**src/rtl/mips_pkg.sv**
```systemverilog
// Shared MIPS-32 definitions used by the fetch unit and control_32:
// opcode/funct constants, control encodings and fetch FSM states.
package mips_pkg;

  localparam logic [5:0] OP_RTYPE = 6'h00;
  localparam logic [5:0] OP_LW    = 6'h23;
  localparam logic [5:0] OP_SW    = 6'h2B;
  localparam logic [5:0] OP_BEQ   = 6'h04;
  localparam logic [5:0] OP_BNE   = 6'h05;
  localparam logic [5:0] OP_ADDI  = 6'h08;
  localparam logic [5:0] OP_J     = 6'h02;
  localparam logic [5:0] OP_JAL   = 6'h03;
  localparam logic [5:0] FUNCT_JR = 6'h08;

  localparam logic [31:0] PC_RESET_DEFAULT    = 32'h0000_0000;
  localparam logic [31:0] TRAP_VECTOR_DEFAULT = 32'h0000_0180;

  typedef enum logic [1:0] {
    BRANCH_NONE = 2'b00,
    BRANCH_BEQ  = 2'b01,
    BRANCH_BNE  = 2'b10,
    BRANCH_RSVD = 2'b11
  } branch_e;

  typedef enum logic [1:0] {
    JUMP_NONE = 2'b00,
    JUMP_J    = 2'b01,
    JUMP_JAL  = 2'b10,
    JUMP_JR   = 2'b11
  } jump_e;

  typedef enum logic [1:0] {
    RST_S = 2'b00,
    FETCH = 2'b01,
    EXEC  = 2'b10
  } fetch_state_e;

  // Sign-extended word offset of a branch immediate.
  function automatic logic [31:0] branch_offset(input logic [15:0] imm);
    return {{14{imm[15]}}, imm, 2'b00};
  endfunction

endpackage

```
**src/rtl/fetch_unit_32_if.sv**
```systemverilog
// Instruction-memory req/ack bus between the fetch unit and instruction memory.
interface fetch_unit_32_if;
  logic        imem_req;
  logic [31:0] imem_addr;
  logic        imem_ack;
  logic [31:0] imem_rdata;

  modport master (output imem_req, output imem_addr, input imem_ack, input imem_rdata);
  modport slave  (input imem_req, input imem_addr, output imem_ack, output imem_rdata);
endinterface

```
**src/rtl/fetch_unit_32_next_pc.sv**
```systemverilog
// next_pc_32: combinational next-PC / trap selection for the instruction in EXEC.
module next_pc_32
  import mips_pkg::*;
#(
  parameter logic [31:0] TRAP_VECTOR = TRAP_VECTOR_DEFAULT
) (
  input  logic [31:0] i_pc_plus4,
  input  logic [25:0] i_instr_index,
  input  logic [1:0]  i_branch,
  input  logic [1:0]  i_jump,
  input  logic        i_err_illegal_opcode,
  input  logic        i_zero,
  input  logic [31:0] i_jr_target,
  output logic [31:0] o_next_pc,
  output logic        o_trap
);

  logic        w_take;
  logic [31:0] w_branch_target;

  // Reserved branch code 11 falls through as "no branch".
  assign w_take = ((i_branch == BRANCH_BEQ) &&  i_zero) ||
                  ((i_branch == BRANCH_BNE) && !i_zero);
  assign w_branch_target = i_pc_plus4 + branch_offset(i_instr_index[15:0]);

  always_comb begin
    o_next_pc = i_pc_plus4;
    o_trap    = 1'b0;
    if (i_err_illegal_opcode) begin
      o_next_pc = TRAP_VECTOR;
      o_trap    = 1'b1;
    end else if (i_jump == JUMP_JR) begin
      if (i_jr_target[1:0] != 2'b00) begin
        o_next_pc = TRAP_VECTOR;
        o_trap    = 1'b1;
      end else begin
        o_next_pc = i_jr_target;
      end
    end else if ((i_jump == JUMP_J) || (i_jump == JUMP_JAL)) begin
      o_next_pc = {i_pc_plus4[31:28], i_instr_index, 2'b00};
    end else if (w_take) begin
      o_next_pc = w_branch_target;
    end
  end

endmodule

```
**src/rtl/fetch_unit_32.sv**
```systemverilog
// Instruction-side sequencer: owns the PC and IR, fetches over req/ack,
// presents decoded fields to control_32 and selects the next PC.
module fetch_unit_32
  import mips_pkg::*;
#(
  parameter logic [31:0] PC_RESET    = PC_RESET_DEFAULT,
  parameter logic [31:0] TRAP_VECTOR = TRAP_VECTOR_DEFAULT
) (
  input  logic                   clk,
  input  logic                   rst,
  fetch_unit_32_if.master        imem,
  output logic [5:0]             opcode,
  output logic [5:0]             funct,
  output logic [4:0]             rs,
  output logic [4:0]             rt,
  output logic [4:0]             rd,
  output logic [15:0]            imm,
  output logic                   instr_valid,
  input  logic [1:0]             branch,
  input  logic [1:0]             jump,
  input  logic                   err_illegal_opcode,
  input  logic                   zero,
  input  logic [31:0]            jr_target,
  input  logic                   stall,
  output logic [31:0]            pc,
  output logic [31:0]            pc_plus4,
  output logic                   trap
);

  fetch_state_e r_state;
  logic [31:0]  r_pc;
  logic [31:0]  r_ir;
  logic         r_req;
  logic         r_valid;
  logic [31:0]  w_next_pc;
  logic         w_trap_req;

  next_pc_32 #(
    .TRAP_VECTOR (TRAP_VECTOR)
  ) u_next_pc (
    .i_pc_plus4           (pc_plus4),
    .i_instr_index        (r_ir[25:0]),
    .i_branch             (branch),
    .i_jump               (jump),
    .i_err_illegal_opcode (err_illegal_opcode),
    .i_zero               (zero),
    .i_jr_target          (jr_target),
    .o_next_pc            (w_next_pc),
    .o_trap               (w_trap_req)
  );

  // r_req and r_valid mirror FETCH/EXEC so the bus outputs come straight from flops.
  always_ff @(posedge clk or posedge rst) begin
    if (rst) begin
      r_state <= RST_S;
      r_pc    <= PC_RESET;
      r_ir    <= '0;
      r_req   <= 1'b0;
      r_valid <= 1'b0;
    end else begin
      case (r_state)
        RST_S: begin
          r_state <= FETCH;
          r_req   <= 1'b1;
        end
        FETCH: begin
          if (imem.imem_ack) begin
            r_ir    <= imem.imem_rdata;
            r_state <= EXEC;
            r_req   <= 1'b0;
            r_valid <= 1'b1;
          end
        end
        EXEC: begin
          if (!stall) begin
            r_pc    <= w_next_pc;
            r_state <= FETCH;
            r_req   <= 1'b1;
            r_valid <= 1'b0;
          end
        end
        default: begin
          r_state <= RST_S;
          r_req   <= 1'b0;
          r_valid <= 1'b0;
        end
      endcase
    end
  end

  assign imem.imem_req  = r_req;
  assign imem.imem_addr = r_pc;

  assign opcode      = r_ir[31:26];
  assign rs          = r_ir[25:21];
  assign rt          = r_ir[20:16];
  assign rd          = r_ir[15:11];
  assign imm         = r_ir[15:0];
  assign funct       = r_ir[5:0];
  assign instr_valid = r_valid;

  assign pc       = r_pc;
  assign pc_plus4 = r_pc + 32'd4;
  // Only the leaving EXEC cycle redirects, so a stalled trap still pulses once.
  assign trap     = r_valid & ~stall & w_trap_req;

endmodule

```
**src/flat_wrapper.sv**
```systemverilog
// flat-port wrapper written by rule: the top's interface ports become plain ports
module fetch_unit_32_flat import mips_pkg::*;
#(
  parameter logic [31:0] PC_RESET    = PC_RESET_DEFAULT,
  parameter logic [31:0] TRAP_VECTOR = TRAP_VECTOR_DEFAULT
)
  (clk, rst, opcode, funct, rs, rt, rd, imm, instr_valid, branch, jump, err_illegal_opcode, zero, jr_target, stall, pc, pc_plus4, trap, imem_imem_req, imem_imem_addr, imem_imem_ack, imem_imem_rdata);
  fetch_unit_32_if imem_i ();
  input  logic clk;
  input  logic rst;
  output logic [5:0] opcode;
  output logic [5:0] funct;
  output logic [4:0] rs;
  output logic [4:0] rt;
  output logic [4:0] rd;
  output logic [15:0] imm;
  output logic instr_valid;
  input  logic [1:0] branch;
  input  logic [1:0] jump;
  input  logic err_illegal_opcode;
  input  logic zero;
  input  logic [31:0] jr_target;
  input  logic stall;
  output logic [31:0] pc;
  output logic [31:0] pc_plus4;
  output logic trap;
  output wire logic [$bits(imem_i.imem_req)-1:0] imem_imem_req;
  output wire logic [$bits(imem_i.imem_addr)-1:0] imem_imem_addr;
  input wire logic [$bits(imem_i.imem_ack)-1:0] imem_imem_ack;
  input wire logic [$bits(imem_i.imem_rdata)-1:0] imem_imem_rdata;
  assign imem_imem_req = imem_i.imem_req;
  assign imem_imem_addr = imem_i.imem_addr;
  assign imem_i.imem_ack = imem_imem_ack;
  assign imem_i.imem_rdata = imem_imem_rdata;
  fetch_unit_32 #(.PC_RESET(PC_RESET), .TRAP_VECTOR(TRAP_VECTOR)) u_core (.clk(clk), .rst(rst), .imem(imem_i), .opcode(opcode), .funct(funct), .rs(rs), .rt(rt), .rd(rd), .imm(imm), .instr_valid(instr_valid), .branch(branch), .jump(jump), .err_illegal_opcode(err_illegal_opcode), .zero(zero), .jr_target(jr_target), .stall(stall), .pc(pc), .pc_plus4(pc_plus4), .trap(trap));
endmodule
```
**config.mk**
```make
export PLATFORM = sky130hd
export DESIGN_NAME = fetch_unit_32_flat
export DESIGN_NICKNAME = d
export VERILOG_FILES = /design/src/rtl/mips_pkg.sv /design/src/rtl/fetch_unit_32_if.sv /design/src/rtl/fetch_unit_32_next_pc.sv /design/src/rtl/fetch_unit_32.sv /design/src/flat_wrapper.sv
export SDC_FILE = /design/constraint.sdc
export NUM_CORES = 1
export LEC_CHECK = 0
export CAP_MARGIN = 20
export CORE_MARGIN = 4
export CORE_UTILIZATION = 25
export CTS_BUF_LIST = sky130_fd_sc_hd__clkbuf_8
export DETAILED_ROUTE_END_ITERATION = 6
export GPL_TIMING_DRIVEN = 1
export PLACE_DENSITY = 0.58
export SYNTH_ARGS = -nofsm -noshare
export SYNTH_HDL_FRONTEND = slang
export SYNTH_HIERARCHICAL = 1
export SYNTH_SLANG_ARGS = --single-unit
```
**constraint.sdc**
```tcl
create_clock -name clk -period 3.85 [get_ports clk]
set_clock_uncertainty 0.2 [all_clocks]
set_input_delay 0.9625 -clock clk [delete_from_list [all_inputs] [get_ports clk]]
set_output_delay 0.9625 -clock clk [all_outputs]
set_load 0.02 [all_outputs]
```
== Yosys cells after proc, flatten, opt, wreduce, memory -nomap -nowiden ==
Cells that the tools add are included.

* Add/sub/neg operators: 2
* Equal/unequal tests: 9
* Mux-type cells: 17
* Bitwise operators: 4
* Reductions and logical operators: 11

{| class="wikitable"
|+ Operators by type and width
! kind !! count
|-
| 2-to-1 mux 32 bit || 5
|-
| adder 32 x 3 -> 32 bit (second input constant) || 1
|-
| adder 32 bit || 1
|-
| == test 2 bit (second input constant) || 4
|-
| 2-to-1 mux 1 bit || 7
|-
| == test 2 x 1 -> 1 bit (second input constant) || 3
|-
| case mux 1 bit (3 select lines) || 2
|-
| case mux 2 bit (3 select lines) || 1
|-
| AND reduction 2 bit || 3
|-
| 2-to-1 mux 2 bit || 2
|-
| != test 2 bit (second input constant) || 2
|-
| AND reduction 3 bit || 1
|-
| bitwise AND 1 bit || 2
|-
| logical AND 1 bit || 2
|-
| logical NOT 2 bit || 1
|-
| logical OR 1 bit || 2
|-
| NOT 1 bit || 2
|-
| nonzero test 2 bit || 1
|-
| logical NOT 1 bit || 1
|}

* Bits in registers: 68
* Logic and storage cells: 48

== Longest topological paths before layout ==
* Word-level depth: 7
* Mapped depth: 15
* Mapped depth without buffers: 15

== By module ==
The synthesis kept the hierarchy.

{| class="wikitable"
|+ Modules (own cells, without submodules)
! module !! instances !! cells each !! area each (sq um) !! seq. area each (sq um)
|-
| fetch_unit_32 || 1 || 278 || 3,419.5 || 1,676.6
|-
| next_pc_32 || 1 || 380 || 2,503.7 || 0.0
|}

== Worst setup path before layout ==
Ideal clock, no wire load.

* Path kind: register to register
* Start point: reg u_core.r_pc[3], in the netlist u_core/imem.imem_addr[3]
* End point: reg u_core.r_pc[25], in the netlist u_core/imem.imem_addr[25]
* Setup time: 0.125 ns
* Arrival time: 3.693 ns
* Data required time: 3.525 ns
* Path slack: -0.168 ns
* Stages on the path, launching flop included: 16
* Buffers on the path: 0
* Clock period less this slack: 4.018 ns
* Cells stage by stage: dfrtp_1 > ha_1 > nand3_1 > nor2_4 > and3_2 > xor2_1 > ha_1 > a21o_1 > o21bai_1 > a21oi_4 > o22ai_2 > a311oi_1 > xor2_1 > a21oi_1 > o2bb2ai_1 > mux2_2

* Cells in the longest elaborated chain, start to end: 6

{| class="wikitable"
|+ RTL lines
! element !! line !! RTL
|-
| start: declaration || fetch_unit_32.sv:31 || <nowiki>logic [31:0] r_pc;</nowiki>
|-
| start signal: assignment || fetch_unit_32.sv:76 || <nowiki>r_pc <= w_next_pc;</nowiki>
|-
| adder 32 x 3 -> 32 bit || fetch_unit_32.sv:103 || <nowiki>assign pc_plus4 = r_pc + 32'd4;</nowiki>
|-
| net pc_plus4[12] || flat_wrapper.sv:25 || <nowiki>output logic [31:0] pc_plus4;</nowiki>
|-
| adder 32 bit || fetch_unit_32_next_pc.sv:24 || <nowiki>assign w_branch_target = i_pc_plus4 + branch_offset(i_instr_index[15:0]);</nowiki>
|-
| 2-to-1 mux 32 bit || fetch_unit_32_next_pc.sv:41 || <nowiki>end else if (w_take) begin</nowiki>
|-
| 2-to-1 mux 32 bit || fetch_unit_32_next_pc.sv:39 || <nowiki>end else if ((i_jump == JUMP_J) || (i_jump == JUMP_JAL)) begin</nowiki>
|-
| 2-to-1 mux 32 bit || fetch_unit_32_next_pc.sv:32 || <nowiki>end else if (i_jump == JUMP_JR) begin</nowiki>
|-
| 2-to-1 mux 32 bit || fetch_unit_32_next_pc.sv:29 || <nowiki>if (i_err_illegal_opcode) begin</nowiki>
|-
| net u_core.w_next_pc[25] || fetch_unit_32.sv:35 || <nowiki>logic [31:0] w_next_pc;</nowiki>
|}

The timed path passes the listed nets, and every way through them passes these cells.
A chain may end at the register's enable or synchronous reset.

== Worst setup path after layout ==
* Start point: reg u_core.r_pc[2], in the netlist u_core/imem.imem_addr[2]
* End point: reg u_core.r_pc[28], in the netlist u_core/imem.imem_addr[28]

* Cells in the longest elaborated chain, start to end: 6

{| class="wikitable"
|+ RTL lines
! element !! line
|-
| adder 32 x 3 -> 32 bit * || fetch_unit_32.sv:103
|-
| adder 32 bit || fetch_unit_32_next_pc.sv:24
|-
| 2-to-1 mux 32 bit || fetch_unit_32_next_pc.sv:41
|-
| 2-to-1 mux 32 bit * || fetch_unit_32_next_pc.sv:39
|-
| 2-to-1 mux 32 bit * || fetch_unit_32_next_pc.sv:32
|-
| 2-to-1 mux 32 bit * || fetch_unit_32_next_pc.sv:29
|-
| net u_core.w_next_pc[28] || fetch_unit_32.sv:35
|}

Mark *: on every way through the listed nets, which the timed path passes. The rest lies on a longest branch.

==> results.yml <==
floorplanning:
  die_height_um: 162
  rows: 56
  design.die.area_mm2: 0.0262
  core-area_mm2: 0.0234
  fp.dieW_um: 162
  start_util_pct: 25.3
  io_pins: 216
synthesis:
  post_synth_mux_area_share_pct: 13.2
  synth_enable_flop_cells: 0
  synth.cells.most_frequent: "67 x dfrtp_1, 64 x mux2_2, 49 x a21oi_1, 49 x buf_4, 48 x nor2_1"
  synth.lib_cells_used.distinct: 75
  main_combinational_cell_family_by_area_after_synthesis: "compound AO/OA/AOI/OAI gates"
  ys_top_cells_by_area: "dfrtp_1 28%, mux2_2 12%, ha_1 6.5%"
  xor_xnor_portion_of_the_synthesized_cell_area_pct: 7.54
  post-synth-top-area-fraction_pct: 28.3
  synth_simple_gate_area_share_pct: 16.1
  synthesis.nets: 764
  postSynth.topFlopCell: "dfrtp_1"
  synth.ff_latch_count: 67
  post_synthesis_sequential_area_ratio_pct: 28.3
  synth_compound_gate_area_share_pct: 19.2
  synth_async_sr_flop_share_pct: 100
  synth.largest_area_cell: "dfrtp_1"
  synth_most_common_cell: "dfrtp_1"
  postSynthCellCount: 658
  postSynthAreaPerCell_um2: 9.00
  synth.cell_area_mm2: 0.00592
  total_number_of_yosys_warnings: 6
  synth_adder_area_share_pct: 6.89
clocking:
  clk_pin_slew_ns: 0.08
  postCtsHoldBufs: 0
  cts.path.max_buffers: 2
  cts-buffers-inserted: 9
  insertion_delay_ns: 0.36
  max_h_tree_level: 3
  clock_sinks: 67
  cts_root_buf: "clkbuf_8"
  tritoncts: "yes"
sta:
  min_period_over_period_pct: 98.4
  max_slew_margin_pct: 46.1
  finalHoldViolations: 0
  period_needed_ns: 3.79
  smallest_setup_slack_after_layout_ns: 0.0608
  timing_max_transition_violations_final: 0
  fmax_mhz: 264
  finalSetupViolations: 0
  worst_hold_slack_ns: 0.309
  tightestPinTransition_ns: 0.803
grt:
  grt_pass1_wl_um: 34300
  initial_antenna_violation_count: 3
  grt_start_max_net_pins: 41
  vias_in_the_first_global_route: 6009
  gr-usage-all-layers_pct: 16.7
  globalRouteOverflowTotal: 0
critical_path:
  cp_max_fo: 4
  worst_setup_path_start_kind: "register"
  end_kind: "register"
  worst-endpoint-required_ns: 3.90
  timing_worst_setup_path_type: "register to register"
  arrival_worst_endpoint_ns: 3.84
detailed_routing:
  via_per_inst: 4.87
  drc: 0
  num_vias: 5884
  drc_violation_total_after_the_first_tritonroute_iteration: 289
  count_of_tritonroute_iterations_in_the_first_routing_pass: 5
  routed_wirelength_um: 22600
  route.detailed.wl_per_inst_um: 18.7
  postRouteAntennaNets: 0
layout:
  multiInputGateArea_mm2: 0.00392
  layout-area-overhead-vs-synth_pct: 52.0
  fillerInstances: 2414
  seqCellArea_mm2: 0.00168
  layout.cell_area.non_filler_mm2: 0.00900
  layout.nets: 989
  final_layout_size_suffix_gt1_share_pct: 23.1
power_and_ir_drop:
  power.leakage_nw: 3.80
  power_density_mw_per_mm2: 883
  peakVddDrop_uv: 427
place:
  dpl.hpwl_um: 17500
  portBuffers: 215
  detailed_place.area_mm2: 0.00864
  worst_setup_timing_slack_at_the_placement_stage_ns: -0.0292
  final_estimated_routing_congestion_in_global_placement: 0.884
hold_path:
  hold_path_class: "register to register"
outcome:
  outcome: "finished, final reports clean"
run:
  max_cap_viol_count: 0
## layer usage
metal	part of all wire (%)	GRT usage [%]	wire length (µm)	vias up
li1	-	-	-	2813
met1	44	21.8	10000	2832
met4	2.5	5.31	564	4
met2	47	27.2	10600	199
met3	6.4	4.19	1450	36
met5	0.15	0	34	-
## placed cells by master, fill, tap and decap left out, types with 3 or more instances in the layout
master	count
nor3_1	6
o211ai_2	3
ha_1	29
a21oi_2	3
nor3_2	3
nand2_1	45
dfrtp_1	66
a32oi_1	3
nand2b_1	5
nand3_1	18
nand4_1	13
and3_1	8
a21oi_1	48
nor4_1	3
a211oi_1	7
inv_1	13
nor2b_1	7
o211ai_1	5
clkbuf_8	11
xnor2_1	20
xor2_1	17
xnor2_2	12
mux2_2	64
o21a_1	4
a22o_1	3
and4_1	3
o21ai_1	8
mux2i_1	6
a31oi_1	4
a21o_1	12
and2_1	5
clkdlybuf4s50_1	212
nor2_1	47
buf_4	70
o21ai_0	26
## final timing paths
| path | startpoint | endpoint | slack [ns] | cells past startpoint |
|---|---|---|---|---|
| max | u_core/imem.imem_addr[2]$_DFFE_PP0P_ | u_core/imem.imem_addr[28]$_DFFE_PP0P_ | 0.06 | 16 |
| max reg2reg | u_core/imem.imem_addr[2]$_DFFE_PP0P_ | u_core/imem.imem_addr[28]$_DFFE_PP0P_ | 0.06 | 16 |
| max in group asynchronous | rst | u_core/imem.imem_addr[15]$_DFFE_PP0P_ | 1.97 | 3 |
| min reg2reg | u_core/r_ir[30]$_DFFE_PP0P_ | u_core/r_ir[30]$_DFFE_PP0P_ | 0.31 | 1 |
| min | u_core/r_ir[30]$_DFFE_PP0P_ | u_core/r_ir[30]$_DFFE_PP0P_ | 0.31 | 1 |
| min in group asynchronous | rst | u_core/r_ir[29]$_DFFE_PP0P_ | 0.83 | 2 |
## worst max-delay path, stage by stage (launching register included)
cell	delay [ns]
dfrtp_1	0.38
buf_4	0.12
and4_4	0.23
and2_4	0.18
nand4_1	0.19
xnor2_2	0.25
ha_2	0.31
buf_4	0.15
a21o_1	0.15
a21o_1	0.18
a21oi_1	0.19
o22ai_1	0.12
a41oi_2	0.25
nor3b_1	0.11
o31ai_2	0.30
a21oi_1	0.11
mux2_2	0.27
## sequential cells by signal, indices dropped and copies added, names as in the netlist
signal / cells
u_core/imem.imem_addr: 32
u_core/r_state: 2
u_core/instr_valid: 1
u_core/r_ir: 32
## report_power, final
part           switching [mW]  total, mW  internal [mW]  leakage [nW]
logic                    3.02       5.85           2.82          2.86
clock network           0.312      0.710          0.397         0.117
registers               0.379       1.39           1.02         0.831
total                    3.71       7.95           4.24          3.80
## layout make-up
class	count	area share, %
Antenna cell	1	0.0278
Clock buffer	11	1.68
Clock inverter	5	0.848
Inverter	14	0.598
Multi-Input combinational cell	504	43.5
Sequential cell	67	18.6
Tap cell	319	4.43
Timing Repair Buffer	287	30.2
## kinds of logic (layout without fill, tap and decap cells)
family / after synthesis / count (layout)
flip-flops: 67 / 67
buffers and inverters: 87 / 317
AO/OA/AOI/OAI: 166 / 166
AND/OR/NAND/NOR: 185 / 185
multiplexers: 70 / 70
other: 0 / 1
XOR/XNOR: 51 / 51
adder cells (fa/ha/maj): 32 / 32
## repair_timing
| item | in CTS | in global routing |
|---|---|---|
| buffers inserted | 0 | 1 |
| gates resized for setup | 6 | 23 |
| pin swaps | 0 | 7 |
| endpoints found under the setup margin | 8 | 20 |
## stage by stage
step | std cells | power, mW | util (%) | setup TNS (ns)
floorplan | 658 | 4.94 | - | 0
global placement | 1190 | 7.10 | 36.9 | -0.0402
detailed placement | 1190 | 7.12 | 36.9 | -0.0292
CTS | 1206 | 7.89 | 38.0 | 0
global route | 1208 | 8.52 | 38.5 | -0.0674
finish | 1208 | 7.95 | 38.5 | 0
No activity file was read; power rests on OpenSTA's default activity.
